## src/rtl/wormhole_sw_arbiter_4port.sv

```systemverilog
// Packet-aware switch allocator for the 4-port mesh router.
// Each output has its own round-robin arbiter and can be locked to one input from head flit to tail flit.
module wormhole_sw_arbiter_4port #(
  parameter int LOCK_EN  = 1,
  parameter int PTR_INIT = 0
) (
  input  logic        clk,
  input  logic        rst_n,
  input  logic [3:0]  in_valid,
  input  logic [11:0] in_dst,
  input  logic [3:0]  in_last,
  input  logic [3:0]  out_full,
  output logic [3:0]  in_grant,
  output logic [11:0] out_sel,
  output logic [3:0]  out_valid,
  output logic [3:0]  out_locked,
  output logic        err_sticky
);

  localparam logic [0:0] ST_IDLE   = 1'b0;
  localparam logic [0:0] ST_LOCKED = 1'b1;
  localparam logic [2:0] SEL_STOP  = 3'd7;

  logic [2:0]  dst [4];
  logic [15:0] lock_flat;
  logic [15:0] gnt_flat;
  logic [3:0]  own_err;
  logic [3:0]  locked_in;
  logic [3:0]  gnt_or;
  logic        err_now;

  always_comb begin
    for (int unsigned i = 0; i < 4; i++) begin
      dst[i] = in_dst[3*i +: 3];
    end
  end

  // Inputs currently owned by a locked output are excluded from every idle arbiter,
  // which is also what masks an owner that strays to a different destination.
  always_comb begin
    locked_in = '0;
    gnt_or    = '0;
    err_now   = |own_err;
    for (int unsigned o = 0; o < 4; o++) begin
      locked_in = locked_in | lock_flat[4*o +: 4];
      gnt_or    = gnt_or | gnt_flat[4*o +: 4];
    end
    for (int unsigned i = 0; i < 4; i++) begin
      if (in_valid[i] && dst[i][2]) err_now = 1'b1;
    end
  end

  assign in_grant = rst_n ? gnt_or : '0;

  for (genvar o = 0; o < 4; o++) begin : g_out
    logic [0:0] state_q;
    logic [1:0] owner_q;
    logic [1:0] ptr_q;
    logic [1:0] win;
    logic [1:0] idx;
    logic       found;
    logic [3:0] req;
    logic [3:0] cand;
    logic [3:0] gnt;
    logic [2:0] sel_q;
    logic       valid_q;

    always_comb begin
      for (int unsigned i = 0; i < 4; i++) begin
        req[i] = in_valid[i] && (dst[i] == 3'(o));
      end
    end

    always_comb begin
      cand  = req & ~locked_in;
      gnt   = '0;
      win   = '0;
      idx   = '0;
      found = 1'b0;
      if (state_q == ST_LOCKED) begin
        win = owner_q;
        if (req[owner_q] && !out_full[o]) gnt[owner_q] = 1'b1;
      end else begin
        for (int unsigned off = 0; off < 4; off++) begin
          idx = ptr_q + 2'(off);
          if (!found && cand[idx]) begin
            found = 1'b1;
            win   = idx;
          end
        end
        if (found && !out_full[o]) gnt[win] = 1'b1;
      end
    end

    assign gnt_flat[4*o +: 4]  = gnt;
    assign lock_flat[4*o +: 4] = (state_q == ST_LOCKED) ? (4'b0001 << owner_q) : 4'b0000;
    assign own_err[o] = (state_q == ST_LOCKED) && in_valid[owner_q] && (dst[owner_q] != 3'(o));

    always_ff @(posedge clk or negedge rst_n) begin
      if (!rst_n) begin
        state_q <= ST_IDLE;
        owner_q <= '0;
        ptr_q   <= 2'(PTR_INIT);
        sel_q   <= SEL_STOP;
        valid_q <= 1'b0;
      end else begin
        valid_q <= |gnt;
        sel_q   <= (|gnt) ? {1'b0, win} : SEL_STOP;
        if (state_q == ST_IDLE) begin
          if (|gnt) begin
            ptr_q <= win + 2'd1;
            if ((LOCK_EN != 0) && !in_last[win]) begin
              state_q <= ST_LOCKED;
              owner_q <= win;
            end
          end
        end else if ((|gnt) && in_last[owner_q]) begin
          state_q <= ST_IDLE;
        end
      end
    end

    assign out_sel[3*o +: 3] = sel_q;
    assign out_valid[o]      = valid_q;
    assign out_locked[o]     = (state_q == ST_LOCKED);
  end

  always_ff @(posedge clk or negedge rst_n) begin
    if (!rst_n)       err_sticky <= 1'b0;
    else if (err_now) err_sticky <= 1'b1;
  end

endmodule
```

## config.mk

```make
export PLATFORM = sky130hd
export DESIGN_NAME = wormhole_sw_arbiter_4port
export DESIGN_NICKNAME = d
export VERILOG_FILES = /design/src/rtl/wormhole_sw_arbiter_4port.sv
export SDC_FILE = /design/constraint.sdc
export NUM_CORES = 1
export LEC_CHECK = 0
export BUFFER_PORTS_ARGS = -buffer_cell sky130_fd_sc_hd__buf_2
export CAP_MARGIN = 20
export CORE_MARGIN = 8
export CORE_UTILIZATION = 42
export DETAILED_ROUTE_END_ITERATION = 7
export PLACE_DENSITY = 0.64
export REMOVE_ABC_BUFFERS = 1
export SYNTH_ARGS = -nofsm -noshare
export SYNTH_HDL_FRONTEND = slang
export SYNTH_SLANG_ARGS = --single-unit
```

## constraint.sdc

```tcl
create_clock -name clk -period 3.73 [get_ports clk]
set_input_delay 0.9325 -clock clk [delete_from_list [all_inputs] [get_ports clk]]
set_output_delay 0.9325 -clock clk [all_outputs]
set_load 0.01 [all_outputs]
```

Word level (Yosys, flattened, before mapping) --
Index checks and enable logic that the tools add are counted.
Storage, ports and cells: flip-flop bits (word level) 37, bits of input ports 26, output and inout bits 25
Cells by class: add/subtract/negate cells 16, magnitude comparators 40, equality and inequality tests 15, shifts and indexed selects 4, muxes and demuxes 189, bitwise logic cells 23, reductions and logical operators 94
Operator list (number):
- 1-bit two-way mux | 92
- 2-bit by 3-bit less-than comparator with 1-bit output, second input constant | 28
- 4-bit two-way mux | 17
- 1-bit binary-select mux with 2-bit select | 32
- 1-bit logical AND | 60
- 2-bit two-way mux | 24
- 3-bit two-way mux | 12
- 3-bit binary-select mux with 2-bit select | 4
- 3-bit by 2-bit equality test with 1-bit output, second input constant | 8
- 4-bit OR | 6
- 4-bit OR reduction | 5
- 2-bit by 1-bit adder with 2-bit output, second input constant | 8
- 2-bit adder, second input constant | 8
- 4-bit bitwise AND | 4
- 1-bit demux with 2-bit select | 8
- 2-bit by 1-bit greater-or-equal comparator with 1-bit output, second input constant | 8
- 1-bit zero test | 16
- 1-bit by 2-bit << shifter with 4-bit output, first input constant | 4
- 3-bit by 1-bit equality test with 1-bit output, second input constant | 4
- 3-bit greater-or-equal comparator, second input constant | 4
- 3-bit zero test | 4
- 2-bit NOT with 3-bit output | 4
- 3-bit AND reduction | 4
- 1-bit NOT | 8
- other kinds (5) | 9

Longest topological paths before layout --
Gate-level depths: netlist of run 1.
depth after elaboration 33, mapped depth 10, gate-level depth less buffers 8

Worst setup path after synthesis of run 1 --
OpenSTA, ideal clock, no wires.
path type in2out, start point in in_dst[0], end point out in_grant[1], arrival 2.938 ns, data required time 2.798 ns, setup slack -0.140 ns, cell stages on the path 8, path buffers 0, path through or3b_1 or2_2 nor4_1 a311oi_1 a32oi_2 nand2b_2 o22ai_1 o41a_1
On the way: word-level cells in the longest chain between the ends 29, elaborated cells between the ends (all ways) 172, those cells by class 8 x order compare; 3 x eq/ne; 113 x mux; 7 x bitwise; 41 x reduce/logical
RTL lines:
- start, declared | RTL line 10 | input logic [11:0] in_dst,
- 3-bit by 1-bit equality test with 1-bit output / 3-bit zero test (equally long branches) | RTL line 70 | req[i] = in_valid[i] && (dst[i] == 3'(o));
- 1-bit logical AND | RTL line 70
- 4-bit bitwise AND | RTL line 75 | cand = req & ~locked_in;
- 1-bit binary-select mux with 2-bit select | RTL line 86 | if (!found && cand[idx]) begin
- 1-bit two-way mux (implied by the code) | RTL line 86
- 1-bit two-way mux | RTL line 86
- 1-bit two-way mux | RTL line 80 | if (state_q == ST_LOCKED) begin
- 1-bit zero test | RTL line 86
- (+12 left out)
- 1-bit logical AND (implied by the code) | RTL line 91 | if (found && !out_full[o]) gnt[win] = 1'b1;
- 1-bit two-way mux (implied by the code) | RTL line 91
- 1-bit demux with 2-bit select | RTL line 91
- 4-bit two-way mux | RTL line 91
- 4-bit two-way mux | RTL line 80
- 4-bit OR (2 in a row) | RTL line 46 | gnt_or = gnt_or | gnt_flat[4*o +: 4];
- 4-bit OR (*) | RTL line 46
- 4-bit two-way mux (*) | RTL line 53 | assign in_grant = rst_n ? gnt_or : '0;
- end, declared | RTL line 13 | output logic [3:0] in_grant,
Mark *: on every way between the ends. The rest lies on a longest branch, timed or not. The select of a mux whose other input is x is not followed.

Worst setup path after layout of run 1 --
start point reg g_out[2].owner_q[1], end point out in_grant[1]
On the way: word-level cells in the longest chain between the ends 32, elaborated cells between the ends (all ways) 162, those cells by class 10 x order compare; 1 x shift; 107 x mux; 10 x bitwise; 34 x reduce/logical
RTL lines:
- start, declared | RTL line 57 | logic [1:0] owner_q;
- start signal, assigned | RTL line 114 | owner_q <= win;
- 1-bit by 2-bit << shifter with 4-bit output | RTL line 96 | assign lock_flat[4*o +: 4] = (state_q == ST_LOCKED) ? (4'b0001 << owner_q) : 4'b0000;
- 4-bit two-way mux | RTL line 96
- 4-bit OR (2 in a row) | RTL line 45 | locked_in = locked_in | lock_flat[4*o +: 4];
- 4-bit NOT | RTL line 75
- 4-bit bitwise AND | RTL line 75
- 1-bit binary-select mux with 2-bit select | RTL line 86
- 1-bit two-way mux (implied by the code) | RTL line 86
- 1-bit two-way mux | RTL line 86
- (+14 left out)
- 1-bit logical AND (implied by the code) | RTL line 91
- 1-bit two-way mux (implied by the code) | RTL line 91
- 1-bit demux with 2-bit select | RTL line 91
- 4-bit two-way mux | RTL line 91
- 4-bit two-way mux | RTL line 80
- 4-bit OR (2 in a row) | RTL line 46
- 4-bit OR (*) | RTL line 46
- 4-bit two-way mux (*) | RTL line 53
Marks and branches as above.

==> summary.md, run 1 <==
| Metric | Value |
|---|---|
| Status | finished, violations left |
| Failing checks | setup timing |
| Syn_area_per_cell | 8.29 µm² |
| #FFs+latches synth | 37 |
| Fin. Hold Viols | 0 |
| Wirelength, routed | 13100 µm |
| Worst skew pair latency | 290 ps |
| Hold Slack | 538 ps |
| Worst Skew | 5.04 ps |
| Leading area contributor after synthesis | dfrtp_1 |
| Ys Warns | 0 |
| Largest net degree at the start of global routing | 28 |
| Post-synth EDFFs | 0 |
| NetSw | 1.22 mW |
| CORE AREA | 8180 µm² |
| Setup WS post-layout | -262 ps |
| Share of layout cells above drive strength 1 | 0.471 |
| Gpl congestion | 0.941 |
| Commonest cells post-synth | 48 x nand2_1, 35 x nor2_1, 25 x dfrtp_1 |
| Clk sink count | 37 |
| Synth Flop Type | dfrtp_1 |
| Clock Path Buffers | 2 |
| Yosys top cell area share | 0.178 |
| # placed instances | 660 |
| RSZ-0062 raised after global routing | yes |
| HP Class | primary input to asynchronous set/reset pin |
| Cell Count, Final, Fillers Out | 691 |
| Initial antenna violation count | 0 |
| TritonCTS clock tree | built |
| Grt ovf | 0 |
| Ranking of synthesized cells by area | dfrtp_1 18%, dfstp_2 9.0%, nand2_1 5.1%, mux4_2 3.9%, nor2_1 3.7% |
| Post-DR wirelength/cell | 18.9 µm |
| Total Neg Setup Slack | -891 ps |
| Vias in the first global route | 4139 |
| Post-Synthesis Cells | 423 |
| I/O pin count | 51 |
| Worst EP arrival | 3060 ps |
| Max cap viols | 0 |
| Required @ worst endpoint | 2800 ps |
| Slew @ Worst Pin | 435 ps |
| CP Capture Type | output port |
| DR iter-0 viols | 339 |
| Vias per cell | 5.96 |
| First-pass GRT wire length | 21300 µm |
| Max_slew headroom | 0.702 |
| HPWL Detailed | 10000 µm |
| I/O Buffers | 50 |
| FF-to-FF path depth | 18 |
| Initial Utilization | 0.429 |
| TritonCTS buffer count | 5 |
| FP Rows | 33 |
| Htree depth | 2 |
| Clock share of power | 0.106 |
| Seq/Total Area, Yosys | 0.268 |
| Fillers | 735 |
| Die H | 107 µm |
| DR pass1 iterations | 5 |
| Place WS | -400 ps |
| Layout net count | 611 |
| Count leader, synth | nand2_1 |
| Die area | 11500 µm² |
| Switching part of the total | 0.451 |
| Worst vdd ir | 0.356 mV |
| Synth unique cells | 84 |
| # DRC | 0 |
| Vias | 4119 |
| Antenna cells | 0 |
| Fin util | 0.623 |
| # setup viols final | 4 |
| Logic pwr share | 0.646 |
| Setup CP Type | register to output port |
| Final Slew Violations | 0 |
| CP Launch Type | register |
| DIE WIDTH | 107 µm |
| CP Max Fanout | 5 |
| Final period utilization | 1.07 |
| Mapped Area | 3510 µm² |
| Pint | 1.48 mW |
| ANT nets after route | 0 |
| Min Tclk post-route | 3990 ps |
| Clk slew on worst S/H paths | 80 ps |
| P_leak | 2.21 nW |
| Clock Root Buffer | clkbuf_8 |
| Pwr dens | 531 nW/µm² |
| GRT Util Overall | 0.229 |
| Sequential fraction of design power | 0.247 |
| FMAX | 250 MHz |
| P&R area growth vs syn | 45.1% |
| Ys async rst share | 1.00 |
==> registers in the layout (all words and copies together) (netlist names) <==
register	cells
err_sticky	1
g_out.owner_q	8
g_out.ptr_q	8
g_out.sel_q	12
g_out.state_q	4
g_out.valid_q	4
==> layout make-up <==
class	count	area, µm²	share of cell area
clock buffer	5	68.8	0.0135
multi-input combinational	340	2560	0.504
sequential	37	941	0.185
inverter	16	60.1	0.0118
timing repair buffer	185	1310	0.257
tap	105	131	0.0258
clock inverter	3	17.5	0.00344
==> per-stage QoR <==
stage | instance area, µm² | power [mW]
after CTS | 4950 | 2.58
after detailed placement | 4570 | 2.16
after global placement | 4570 | 2.14
after floorplan | 3340 | 1.46
final | 5090 | 2.71
after global routing | 5090 | 2.87
==> critical path, stage by stage, from the launching register on <==
cell and delay [ps]:
dfrtp_1 400, buf_6 130, and3b_2 220, a2111o_2 580, or3_4 380, a21oi_4 160, or3_4 150, or2_4 150
o221ai_2 100, o41a_1 330, buf_2 150
==> power groups by stage <==
stage / registers, mW / clock network (mW) / logic (mW)
finish: 0.669 / 0.287 / 1.75
global placement: 0.655 / 0 / 1.48
global route: 0.688 / 0.309 / 1.87
CTS: 0.659 / 0.297 / 1.62
floorplan: 0.786 / 0 / 0.672
detailed placement: 0.656 / 0 / 1.50
==> per-layer routing <==
metal | vias up | routed length, µm | GRT usage
met1 | 1974 | 5530 | 0.285
met5 | - | 0 | 0
met2 | 175 | 6380 | 0.397
met4 | 0 | 326 | 0.0674
li1 | 1938 | - | -
met3 | 32 | 817 | 0.0365
==> logic make-up after synthesis <==
group                     synth area share
buffers and inverters               0.0638
DFF                                  0.268
xor gates and xnor gates           0.00998
muxes                               0.0728
and+or+nand+nor                      0.301
AOI/OAI and AO/OA                    0.284
==> layout by cell type (no fill, tap or decap), types with 4 or more instances in the layout <==
| cell type | netlist | routed |
|---|---|---|
| a21o_1 | 7 | 7 |
| a21oi_1 | 12 | 10 |
| a31oi_1 | 4 | 4 |
| and3_1 | 7 | 5 |
| buf_2 | 5 | 48 |
| buf_4 | 10 | 127 |
| buf_6 | 1 | 10 |
| clkbuf_8 | 0 | 5 |
| dfrtp_1 | 25 | 25 |
| dfstp_2 | 12 | 12 |
| inv_1 | 16 | 16 |
| mux2_2 | 7 | 7 |
| mux4_2 | 6 | 6 |
| nand2_1 | 48 | 47 |
| nand2b_1 | 4 | 4 |
| nand3_1 | 17 | 17 |
| nand3b_1 | 9 | 9 |
| nand4_1 | 7 | 7 |
| nor2_1 | 35 | 28 |
| nor2_2 | 0 | 5 |
| nor2b_1 | 13 | 12 |
| nor3_1 | 8 | 7 |
| nor3b_1 | 8 | 4 |
| nor3b_2 | 0 | 4 |
| o211ai_1 | 11 | 11 |
| o21a_1 | 4 | 4 |
| o21ai_0 | 18 | 16 |
| o311ai_0 | 5 | 4 |
| o31ai_1 | 4 | 4 |
| o41a_1 | 4 | 4 |
| xnor2_1 | 4 | 4 |
==> worst paths after layout <==
check,slack (ps),start,to
min,540,rst_n,g_out[1].ptr_q[1]
max in group asynchronous,2440,rst_n,g_out[2].sel_q[2]
max,-260,g_out[2].owner_q[1],in_grant[1]
max reg2reg,10,g_out[2].owner_q[1],g_out[1].owner_q[1]
min in group clk,610,g_out[2].ptr_q[0],g_out[2].ptr_q[0]
min reg2reg,610,g_out[2].ptr_q[0],g_out[2].ptr_q[0]
==> what timing repair did <==
action / in CTS / in global routing
endpoints found under the hold margin: 0 / 0
pin swaps: 25 / 14
hold buffers: 0 / 0
setup endpoints to repair: 4 / 5
setup buffers: 16 / 8
gates resized for setup: 51 / 17
No activity file was read; power rests on OpenSTA's default activity.
==> run 2: changes to the inputs <==
--- a/config.mk
+++ b/config.mk
@@ -11,6 +11,7 @@
 export CORE_UTILIZATION = 42
 export DETAILED_ROUTE_END_ITERATION = 7
 export PLACE_DENSITY = 0.64
+export RECOVER_POWER = 50
 export REMOVE_ABC_BUFFERS = 1
 export SYNTH_ARGS = -nofsm -noshare
 export SYNTH_HDL_FRONTEND = slang
==> run 2 against run 1 <==
  * The run ends with capacitance limit, slew limit, setup timing left
  * Utilization is 0.21 points lower
  * Sequential share of layout area is 0.064 points higher
  * Register-to-register slack hardly changed
  * Critical endpoint unchanged
  * Highest routed layer unchanged
==> summary.md, run 2 (synthesized netlist as in run 1, its figures left out) <==
| Metric | Value |
|---|---|
| Status | finished, violations left (unchanged) |
| Failing checks | capacitance limit, slew limit, setup timing (was setup timing) |
| CP max stage delay | 580 ps (about the same) |
| Hold Slack | 613 ps (was 538 ps) |
| CORE AREA | 8180 µm² (unchanged) |
| DIE WIDTH | 107 µm (unchanged) |
| Die H | 107 µm (unchanged) |
| Fin. Hold Viols | 0 (unchanged) |
| P_leak | 2.18 nW (was 2.21 nW) |
| Worst skew pair latency | 290 ps (about the same) |
| Antenna cells | 0 (unchanged) |
| Delay-heaviest family, CP | compound AO/OA/AOI/OAI gates (unchanged) |
| P&R area growth vs syn | 44.6% (was 45.1%) |
| GRT Util Overall | 0.229 (unchanged) |
| Cell Count, Final, Fillers Out | 691 (unchanged) |
| Largest registers | g_out.sel_q (12), g_out.owner_q (8), g_out.ptr_q (8) (unchanged) |
| Initial antenna violation count | 0 (unchanged) |
| I/O Buffers | 50 (unchanged) |
| R2r startpoint | g_out[2].owner_q[1] (unchanged) |
| CP Capture Type | output port (unchanged) |
| HPWL Detailed | 10000 µm (unchanged) |
| # DRC | 0 (unchanged) |
| Required @ worst endpoint | 2800 ps (about the same) |
| TritonCTS clock tree | built (unchanged) |
| Vias in the first global route | 4139 (unchanged) |
| CP Launch Type | register (unchanged) |
| Clk sink count | 37 (unchanged) |
| # setup viols final | 4 (unchanged) |
| HP Class | register to register (was primary input to asynchronous set/reset pin) |
| Final Slew Violations | 28 (was 0) |
| First-pass GRT wire length | 21300 µm (unchanged) |
| Commonest non-fill, non-tap cell in the layout | buf_4 (unchanged) |
| Wirelength, routed | 13100 µm (about the same) |
| RSZ-0062 raised after global routing | yes (unchanged) |
| Clk slew on worst S/H paths | 80 ps (about the same) |
| Gpl congestion | 0.941 (unchanged) |
| Max reg flops | 12 (unchanged) |
| Top reg by flops | g_out.sel_q (unchanged) |
| Grt ovf | 0 (unchanged) |
| Vias per cell | 6.03 (was 5.96) |
| Vias | 4168 (was 4119) |
| Final period utilization | 1.07 (about the same) |
| Htree depth | 2 (unchanged) |
| Die area | 11500 µm² (unchanged) |
| FMAX | 250 MHz (about the same) |
| Setup WS post-layout | -263 ps (was -262 ps) |
| TritonCTS buffer count | 5 (unchanged) |
| Beginning of the worst hold path | g_out[2].ptr_q[0] |
| Largest net degree at the start of global routing | 28 (unchanged) |
| Max_slew headroom | -0.00616 (was 0.702) |
| Setup CP Type | register to output port (unchanged) |
| Max cap viols | 1 (was 0) |
| Fin util | 0.620 (was 0.623) |
| Worst Skew | 5.99 ps (was 5.04 ps) |
| Place WS | -400 ps (unchanged) |
| Worst EP arrival | 3060 ps (about the same) |
| DR iter-0 viols | 352 (was 339) |
| Bufs and invs on worst path | 2 (unchanged) |
| Worst hold stages | 1 |
| # placed instances | 660 (unchanged) |
| CP max stage cell | a2111o_2 (unchanged) |
| Pwr dens | 532 nW/µm² (was 531 nW/µm²) |
| Crit. path cell count | 9 (was 10) |
| Layout net count | 611 (unchanged) |
| Share of layout cells above drive strength 1 | 0.451 (was 0.471) |
| FF-to-FF path depth | 18 (unchanged) |
| Min Tclk post-route | 3990 ps (about the same) |
| DR pass1 iterations | 5 (unchanged) |
| Initial Utilization | 0.429 (unchanged) |
| FP Rows | 33 (unchanged) |
| I/O pin count | 51 (unchanged) |
| Post-DR wirelength/cell | 19.0 µm (was 18.9 µm) |
| Clock Root Buffer | clkbuf_8 (unchanged) |
| CP Max Fanout | 5 (unchanged) |
| ANT nets after route | 0 (unchanged) |
| Clock Path Buffers | 2 (unchanged) |
| Worst vdd ir | 0.354 mV (was 0.356 mV) |
| Critical Path, Cell by Cell | buf_6 -> and3b_2 -> a2111o_2 -> nor2_1 -> a31oi_1 -> or2_2 -> a22o_1 -> o41a_1 -> buf_2 (was buf_6 -> and3b_2 -> a2111o_2 -> or3_4 -> a21oi_4 -> or3_4 -> or2_4 -> o221ai_2 -> o41a_1 -> buf_2) |
| Commonest cells after routing, fill and taps aside | 126 x buf_4, 47 x nand2_1, 37 x buf_2, 28 x nor2_1, 25 x dfrtp_1 (was 127 x buf_4, 48 x buf_2, 47 x nand2_1, 28 x nor2_1, 25 x dfrtp_1) |
| Critical path launch point | g_out[2].owner_q[1] (unchanged) |
| Slew @ Worst Pin | 1510 ps (was 435 ps) |
==> run 2: cell types whose count changed in the layout (fill, tap and decap cells not counted), sizes merged <==
| cell | delta |
|---|---|
| clkbuf | +12 |
| buf | -12 |
==> run 2: stage by stage <==
step	total power, mW	TNS (ps)	area, µm²
after CTS	2.58	-753	4950
after global routing	2.87	-1330	5070
after global placement	2.14	-1250	4570
after detailed placement	2.16	-1320	4570
final	2.70	-893	5070
after floorplan	1.46	-642	3340
==> run 2: worst register-to-register path, delay by kind of cell (launching register included) <==
kind            cells  cell delay (ps)
flops               1              400
mux                 1              350
simple gates        2              600
compound gates      5             1280
buf+inv            10              970
==> run 2: final timing paths <==
| path | slack (ps) | to |
|---|---|---|
| worst max-delay path | -260 | in_grant[1] |
| worst min-delay path | 610 | g_out[2].ptr_q[0] |
| worst max register to register | 10 | g_out[1].owner_q[1] |
| worst min register to register | 610 | g_out[2].ptr_q[0] |
| max in group asynchronous | 1100 | g_out[2].ptr_q[1] |
| min in group asynchronous | 730 | g_out[1].ptr_q[1] |
==> run 2: layout make-up <==
class | instances | area, µm²
multi-input combinational | 340 | 2560
clock inverter | 3 | 17.5
fill | 739 | 3100
inverter | 16 | 60.1
timing repair buffer | 185 | 1290
tap | 105 | 131
sequential | 37 | 941
clock buffer | 5 | 68.8
==> run 2: routing by layer <==
metal / share of wire / wire (µm) / GRT usage / vias up
met2: 0.48 / 6280 / 0.397 / 197
met1: 0.42 / 5550 / 0.285 / 1999
li1: - / - / - / 1934
met5: 0 / 0 / 0 / -
met3: 0.065 / 848 / 0.0365 / 38
met4: 0.032 / 421 / 0.0674 / 0
==> run 2: power breakdown <==
| group | leakage, nW | internal [mW] | total, mW | switching (mW) |
|---|---|---|---|---|
| Combinational | 1.71 | 0.809 | 1.74 | 0.934 |
| Clock | 0.0439 | 0.129 | 0.287 | 0.158 |
| Sequential | 0.433 | 0.540 | 0.670 | 0.130 |
==> run 2: repair_timing <==
item                       4_1_cts  5_1_grt
gates resized for setup         51       17
buffers inserted                16        8
setup endpoints to repair        4        5
hold buffers                     0        0
pin swaps                       25       14
gates cloned                     0        0
==> run 3: changes to the inputs <==
--- a/config.mk
+++ b/config.mk
@@ -10,9 +10,10 @@
 export CORE_MARGIN = 8
 export CORE_UTILIZATION = 42
 export DETAILED_ROUTE_END_ITERATION = 7
-export PLACE_DENSITY = 0.64
+export PLACE_DENSITY = 0.75
 export RECOVER_POWER = 50
 export REMOVE_ABC_BUFFERS = 1
+export SKIP_LAST_GASP = 1
 export SYNTH_ARGS = -nofsm -noshare
 export SYNTH_HDL_FRONTEND = slang
 export SYNTH_SLANG_ARGS = --single-unit
==> run 3 against run 2 <==
  * The run ends with setup timing left
  * Non-clock buffer count down 9
  * First-iteration DRC count is 19% higher
  * Sequential share of layout area up 0.30 points
  * Register-to-register slack gained 580 ps
  * Cell area decreased by 1.6%
  * Wire length is 0.49% higher
  * Total power is 0.34% higher
  * Highest routed layer unchanged
  * Sequential power is 0.9% higher
  * Clock skew up 4.2 ps
  * Die area is the same
==> summary.md, run 3 (synthesized netlist as in run 1, its figures left out) <==
| Metric | Value |
|---|---|
| Status | finished, violations left (unchanged) |
| Failing checks | setup timing (was capacitance limit, slew limit, setup timing) |
| Layout net count | 602 (was 611) |
| Vias in the first global route | 4310 (was 4139) |
| Critical Path, Cell by Cell | buf_4 -> and3b_1 -> a2111o_1 -> buf_6 -> nor2_1 -> a22oi_1 -> and3_4 -> and3_1 -> o41a_1 -> buf_2 (was buf_6 -> and3b_2 -> a2111o_2 -> nor2_1 -> a31oi_1 -> or2_2 -> a22o_1 -> o41a_1 -> buf_2) |
| Sequential fraction of design power | 0.250 (was 0.248) |
| Delay-heaviest family, CP | compound AO/OA/AOI/OAI gates (unchanged) |
| Post-DR wirelength/cell | 19.3 µm (was 19.0 µm) |
| Wirelength, routed | 13200 µm (was 13100 µm) |
| Htree depth | 2 (unchanged) |
| FF-to-FF path depth | 12 (was 18) |
| Grt ovf | 0 (unchanged) |
| Die H | 107 µm (unchanged) |
| Clk sink count | 37 (unchanged) |
| I/O pin count | 51 (unchanged) |
| Crit. path cell count | 10 (was 9) |
| Logic pwr share | 0.641 (was 0.646) |
| CP Max Fanout | 5 (unchanged) |
| Setup WS post-layout | -261 ps (was -263 ps) |
| Min Tclk post-route | 3990 ps (about the same) |
| Max cap viols | 0 (was 1) |
| Fillers | 665 (was 739) |
| Slew @ Worst Pin | 476 ps (was 1510 ps) |
| Die area | 11500 µm² (unchanged) |
| TritonCTS buffer count | 5 (unchanged) |
| Largest registers | g_out.sel_q (12), g_out.owner_q (8), g_out.ptr_q (8) (unchanged) |
| GRT Util Overall | 0.227 (was 0.229) |
| Vias per cell | 6.30 (was 6.03) |
| Vias | 4300 (was 4168) |
| Max reg flops | 12 (unchanged) |
| Reg2Reg Setup Slack | 590 ps (was 10 ps) |
| Pint | 1.47 mW (was 1.48 mW) |
| CORE AREA | 8180 µm² (unchanged) |
| Worst vdd ir | 0.268 mV (was 0.354 mV) |
| Switching part of the total | 0.457 (was 0.453) |
| Max_slew headroom | 0.681 (was -0.00616) |
| HP Class | primary input to asynchronous set/reset pin (was register to register) |
| Largest net degree at the start of global routing | 30 (was 28) |
| Design area | 4990 µm² (was 5070 µm²) |
| FMAX | 251 MHz (was 250 MHz) |
| Share of layout cells above drive strength 1 | 0.430 (was 0.451) |
| Clk slew on worst S/H paths | 90 ps (was 80 ps) |
| Gpl congestion | 0.993 (was 0.941) |
| HPWL Detailed | 9960 µm (was 10000 µm) |
| # DRC | 0 (unchanged) |
| Clock Path Buffers | 2 (unchanged) |
| Worst EP arrival | 3060 ps (about the same) |
| DR iter-0 viols | 418 (was 352) |
| P&R area growth vs syn | 42.3% (was 44.6%) |
| Commonest non-fill, non-tap cell in the layout | buf_4 (unchanged) |
| P_leak | 2.14 nW (was 2.18 nW) |
| FP Rows | 33 (unchanged) |
| Placed Area | 4600 µm² (was 4570 µm²) |
| Top reg by flops | g_out.sel_q (unchanged) |
| Initial antenna violation count | 0 (unchanged) |
| Final period utilization | 1.07 (about the same) |
| I/O Buffers | 50 (unchanged) |
| # setup viols final | 4 (unchanged) |
| Initial Utilization | 0.429 (unchanged) |
| RSZ-0062 raised after global routing | yes (unchanged) |
| Setup CP Type | register to output port (unchanged) |
| CP max stage cell | a2111o_1 (was a2111o_2) |
| CP Launch Type | register (unchanged) |
| ANT nets after route | 0 (unchanged) |
| DR pass1 iterations | 5 (unchanged) |
| Fin. Hold Viols | 0 (unchanged) |
| NetSw | 1.24 mW (was 1.22 mW) |
| Final Slew Violations | 0 (was 28) |
| Commonest cells after routing, fill and taps aside | 120 x buf_4, 47 x nand2_1, 39 x buf_2, 28 x nor2_1, 25 x dfrtp_1 (was 126 x buf_4, 47 x nand2_1, 37 x buf_2, 28 x nor2_1, 25 x dfrtp_1) |
| CP Capture Type | output port (unchanged) |
| CP max stage delay | 450 ps (was 580 ps) |
| TritonCTS clock tree | built (unchanged) |
| Worst Skew | 10.2 ps (was 5.99 ps) |
| Pwr dens | 543 nW/µm² (was 532 nW/µm²) |
| Required @ worst endpoint | 2800 ps (about the same) |
| First-pass GRT wire length | 21400 µm (was 21300 µm) |
| Clock share of power | 0.109 (was 0.106) |
| Worst skew pair latency | 300 ps (was 290 ps) |
| Antenna cells | 0 (unchanged) |
| Total Neg Setup Slack | -883 ps (was -893 ps) |
| DIE WIDTH | 107 µm (unchanged) |
| Bufs and invs on worst path | 3 (was 2) |
| Clock Root Buffer | clkbuf_8 (unchanged) |
==> run 3: cell types whose count changed in the layout (fill, tap and decap cells not counted), sizes merged <==
cell / change
buf: -7
clkbuf: -2
==> run 3: cell type report <==
cell class | instances | area, µm² | area share
timing repair buffer | 176 | 1220 | 0.245
tap | 105 | 131 | 0.0263
sequential | 37 | 941 | 0.189
inverter | 16 | 60.1 | 0.0120
clock inverter | 3 | 17.5 | 0.00351
multi-input combinational | 340 | 2550 | 0.511
clock buffer | 5 | 68.8 | 0.0138
==> run 3: timing repair <==
action	CTS	global route
gates cloned	0	0
hold buffers	0	0
setup buffers	8	2
endpoints found under the setup margin	4	4
resized for setup	50	4
pin swaps	17	2
==> run 3: final timing paths <==
check | end | start
max in group asynchronous | g_out[1].sel_q[2] | rst_n
min | g_out[2].owner_q[0] | rst_n
min reg2reg | g_out[0].ptr_q[0] | g_out[0].ptr_q[0]
min in group clk | g_out[0].ptr_q[0] | g_out[0].ptr_q[0]
max reg2reg | g_out[0].owner_q[1] | g_out[2].state_q
max | in_grant[1] | g_out[2].state_q
==> run 3: per-stage QoR <==
stage | util | hold WS [ps] | setup WS (ps) | power, mW | std cells
3_3_place_gp | 0.563 | 565 | -375 | 2.18 | 665
4_1_cts | 0.609 | 541 | -170 | 2.66 | 680
6_report | 0.610 | 530 | -261 | 2.71 | 682
3_5_place_dp | 0.563 | 575 | -395 | 2.20 | 665
2_1_floorplan | - | 528 | -273 | 1.46 | 393
5_1_grt | 0.610 | 526 | -313 | 2.86 | 682
==> run 3: metal layers <==
metal | vias up | GRT usage | wire length, µm
met5 | - | 0 | 0
met4 | 0 | 0.0852 | 454
met3 | 68 | 0.0371 | 1060
met2 | 234 | 0.405 | 6600
met1 | 2078 | 0.267 | 5050
li1 | 1920 | - | -
==> run 3: power groups by stage <==
stage	sequential, mW	clock, mW	combinational, mW
finish	0.676	0.297	1.74
CTS	0.669	0.299	1.69
floorplan	0.786	0	0.672
global placement	0.659	0	1.52
detailed placement	0.664	0	1.54
global route	0.692	0.315	1.85
